## src/rtl/instruction_memory.sv

```systemverilog
// instruction_memory
// Word-addressed instruction store for the RV32I fetch stage.
// The read path is purely combinational: `instruction` follows `pc` with no
// clock, so IF can latch the word in the same cycle it presents the address.
//
// Build option:
//   IMEM_LOAD_EN  defined   -> register-array memory with a synchronous load
//                              port (load_en/load_addr/load_data); reset
//                              re-initialises every word to the boot image.
//   IMEM_LOAD_EN  undefined -> constant ROM holding the boot image; clk is
//                              unused and reset only forces the NOP output.
module instruction_memory #(
  parameter int unsigned DEPTH_WORDS = 256,
  parameter logic [31:0] NOP_WORD    = 32'h0000_0013
) (
  input  logic        clk,
  input  logic        rst_n,
  input  logic [31:0] pc,
  output logic [31:0] instruction,
`ifdef IMEM_LOAD_EN
  input  logic        load_en,
  input  logic [31:0] load_addr,
  input  logic [31:0] load_data,
`endif
  output logic        misaligned
);

  // Word-index width; the byte address splits as {range bits, index, 2'b00}.
  localparam int unsigned AW = $clog2(DEPTH_WORDS);

  // Boot image: a three-instruction preamble followed by NOP fill.
  function automatic logic [31:0] boot_word(input int unsigned idx);
    logic [31:0] w;
    case (idx)
      0:       w = 32'h0010_0093; // ADDI x1,x0,1
      1:       w = 32'h0020_0113; // ADDI x2,x0,2
      2:       w = 32'h0020_81B3; // ADD  x3,x1,x2
      default: w = NOP_WORD;
    endcase
    return w;
  endfunction

  logic [AW-1:0] w_rd_index;
  logic          w_rd_in_range;
  logic [31:0]   w_rd_word;

  // Because the depth is a power of two, "pc < 4*DEPTH_WORDS" reduces to
  // every bit above the word index being zero.
  assign w_rd_index    = pc[AW+1:2];
  assign w_rd_in_range = (pc[31:AW+2] == '0);

`ifdef IMEM_LOAD_EN

  logic [31:0]   r_mem [DEPTH_WORDS];
  logic [AW-1:0] w_wr_index;
  logic          w_wr_in_range;
  logic          w_unused;

  assign w_wr_index    = load_addr[AW+1:2];
  assign w_wr_in_range = (load_addr[31:AW+2] == '0);

  // Byte-offset bits of the load address select nothing.
  assign w_unused = ^load_addr[1:0];

  // Load port: one word per cycle, out-of-range writes dropped; reset
  // restores the boot image asynchronously.
  // NOTE: this array is reset because the boot image must reappear on every
  // reset; that forces flops rather than a RAM macro, which is intended here.
  always_ff @(posedge clk or negedge rst_n) begin
    if (!rst_n) begin
      for (int unsigned i = 0; i < DEPTH_WORDS; i++) begin
        r_mem[i] <= boot_word(i);
      end
    end else if (load_en && w_wr_in_range) begin
      r_mem[w_wr_index] <= load_data;
    end
  end

  // Combinational read of the live array (no write-to-read bypass).
  assign w_rd_word = r_mem[w_rd_index];

`else

  logic w_unused;

  // The ROM build has no sequential logic at all.
  assign w_unused = clk;

  // Combinational ROM lookup of the boot image.
  // NOTE: every path assigns w_rd_word, so no latch is inferred.
  always_comb begin
    w_rd_word = boot_word(32'(w_rd_index));
  end

`endif

  // Output mux: NOP while in reset or beyond the end of the store.
  always_comb begin
    instruction = NOP_WORD;
    if (rst_n && w_rd_in_range) begin
      instruction = w_rd_word;
    end
  end

  // Alignment flag is independent of reset and range.
  assign misaligned = |pc[1:0];

endmodule

```

## config.mk

```make
export PLATFORM = sky130hd
export DESIGN_NAME = instruction_memory
export DESIGN_NICKNAME = d
export VERILOG_FILES = /design/src/rtl/instruction_memory.sv
export SDC_FILE = /design/constraint.sdc
export NUM_CORES = 1
export LEC_CHECK = 0
export ABC_CLOCK_PERIOD_IN_PS = 1570
export BUFFER_PORTS_ARGS = -buffer_cell sky130_fd_sc_hd__buf_2
export CORE_MARGIN = 5
export CORE_UTILIZATION = 27
export DETAILED_ROUTE_END_ITERATION = 6
export GPL_TIMING_DRIVEN = 0
export PLACE_DENSITY = 0.84
export SYNTH_ARGS = -nofsm -noshare
export SYNTH_HDL_FRONTEND = slang
export SYNTH_SLANG_ARGS = --single-unit
```

## constraint.sdc

```tcl
create_clock -name vclk -period 1.57
set_input_delay 0.157 -clock vclk [all_inputs]
set_output_delay 0.157 -clock vclk [all_outputs]
set_load 0.03 [all_outputs]
```

==> results.yml <==
run_status:
  outcome: "finished, violations left"
  violated_checks: "setup timing"
worst_setup_path:
  cp-start-kind: "primary input"
  critical_path_peak_fanout: 4
  critPathKind: "primary input to primary output"
  worstSetupEndpointType: "primary output"
  crit_arrival_ps: 1530
  crit_required_ps: 1410
cells_and_area:
  final_net_count: 156
  fillers: 118
  sequential_cell_total: 0
  syn2layout_area_growth_pct: 113
  diodes: 0
  final_cells: 135
  clkbuf_count: 0
  layout.core_utilization: 0.591
  drive_above_1_share: 0.667
  seqCellArea_sq_um: 0
  multi_input_area_sq_um: 260
place:
  placed_cells_incl_taps: 130
  gp_congestion: 0.641
  post-dp-hpwl_um: 1090
  io_buffers: 40
job:
  cap_viol_max_count: 0
power_and_ir_drop:
  p_leak_nw: 0.463
  vdd_drop_max_v: 0.000144
  p_total_mw: 0.196
  powerDensity_nw_per_um2: 261
synth:
  yosys-top-cells-count: "buf_4, nor4_1, nand2_1"
  post-synth-top-area-fraction: 0.598
  synthesis.area_per_instance_sq_um: 6.89
  synth-seq-area-share: 0
  netlist_top_cells_area: "buf_4, nor4_1, nand2_1"
  most_common_cell_in_the_netlist: "buf_4"
  instance_count_of_the_mapped_netlist: 51
  ys.warnings.count: 0
  synth_area_sq_um: 352
  synth_cell_type_count: 14
  post-synth-top-area-cell: "buf_4"
timing:
  timing.setup.tns_ps: -150
  setup_repair_after_global_routing_missed_its_margin: "true"
  post-route-worst-setup-slack_ps: -118
  final-setup-viol-count: 3
  final.min_clock_period_ps: 1690
  finalHoldViolCount: 0
  max_freq_ghz: 0.592
  final-max-slew-violation-count: 0
  final.period_utilization: 1.08
detailed_routing:
  routed-via-count: 505
  drt-pass1-iter-count: 1
  drt-initial-drc-count: 0
  remaining_drc_errors: 0
  number_of_vias_per_cell: 3.74
  ant_nets: 0
  post_drt_wl_per_cell_um: 8.39
  route.final.wire_length_um: 1130
min_path:
  hold_path_end: "misaligned"
  hold_depth: 3
  holdCritPathClass: "primary input to primary output"
  worstHoldStart: "pc[0]"
grt:
  global_route.overflow_total: 0
  first_global_vias: 445
  antenna_found_initial: 0
  grt_pass1_wl_um: 1650
  track_usage: 0.0972
  pin_count_of_the_biggest_net_entering_global_routing: 5
floorplanning:
  dieHeight_um: 46.1
  io-pin-count: 67
  full_die_area_sq_um: 2120
  die_w_um: 46.1
  core_sq_um: 1270
  std_cell_rows: 13
  start_util: 0.277
clock_tree:
  cts_hold_repair.buffers: 0
## per-layer routing
metal / wire length, um / track usage / part of all wire
met1: 305 / 0.103 / 0.27
met2: 610 / 0.198 / 0.54
met3: 216 / 0.0234 / 0.19
met4: 0 / 0 / 0
met5: 0 / 0 / 0
## stage by stage
step                      worst slack, ps  area, sq um  hold WS [ps]
after global routing                 -163          749           660
after CTS                            -122          729           650
after detailed placement             -170          673           650
after global placement               -142          673           647
after floorplan                      -298          454           475
final                                -118          749           647
## power by group
| part | switching [mW] | total [mW] | leakage, nW | internal, mW |
|---|---|---|---|---|
| clock | 0 | 0 | 0 | 0 |
| sequential | 0 | 0 | 0 | 0 |
| combinational | 0.114 | 0.196 | 0.463 | 0.0818 |
| total | 0.114 | 0.196 | 0.463 | 0.0818 |
## worst max-delay path: stages
cell and delay [ps]:
buf_6 90, or4_4 560, or4_4 440, nor3_4 130, buf_6 150
## placed cells by master (no fill, tap or decap), types with 2 or more instances in the layout
master and count:
buf_6 2, nand2_1 3, nor4_2 2, conb_1 26
nor4_1 5, buf_4 37, buf_2 34, nor2_1 2
or4_4 2
## area by class of cell
cell class / count / share of cell area
Multi-Input combinational cell: 47 / 0.347
Tap cell: 15 / 0.0250
Timing Repair Buffer: 45 / 0.347
Buffer: 28 / 0.280
## cell families (layout without fill, tap and decap cells)
| family | after synthesis | after routing | share of synthesized area |
|---|---|---|---|
| other | 2 | 26 | 0.0214 |
| AND/OR/NAND/NOR | 20 | 20 | 0.356 |
| buffers and inverters | 28 | 73 | 0.598 |
| XOR/XNOR | 1 | 1 | 0.0249 |
## how the worst max path moves through the flow
stage	from	endpoint	slack (ps)
after global routing	pc[19]	instruction[15]	-160
final	pc[6]	instruction[7]	-120
after detailed placement	pc[20]	instruction[15]	-170
after global placement	pc[4]	instruction[7]	-140
after floorplan	pc[20]	instruction[20]	-300
after CTS	pc[6]	instruction[7]	-120
## what timing repair did
| action | 4_1_cts | 5_1_grt |
|---|---|---|
| gates resized for setup | 7 | 3 |
| setup endpoints to repair | 6 | 6 |
| cloned | 0 | 0 |
| buffers inserted | 4 | 1 |
| pin swaps | 4 | 2 |
Power figures use the tool's default switching activity.
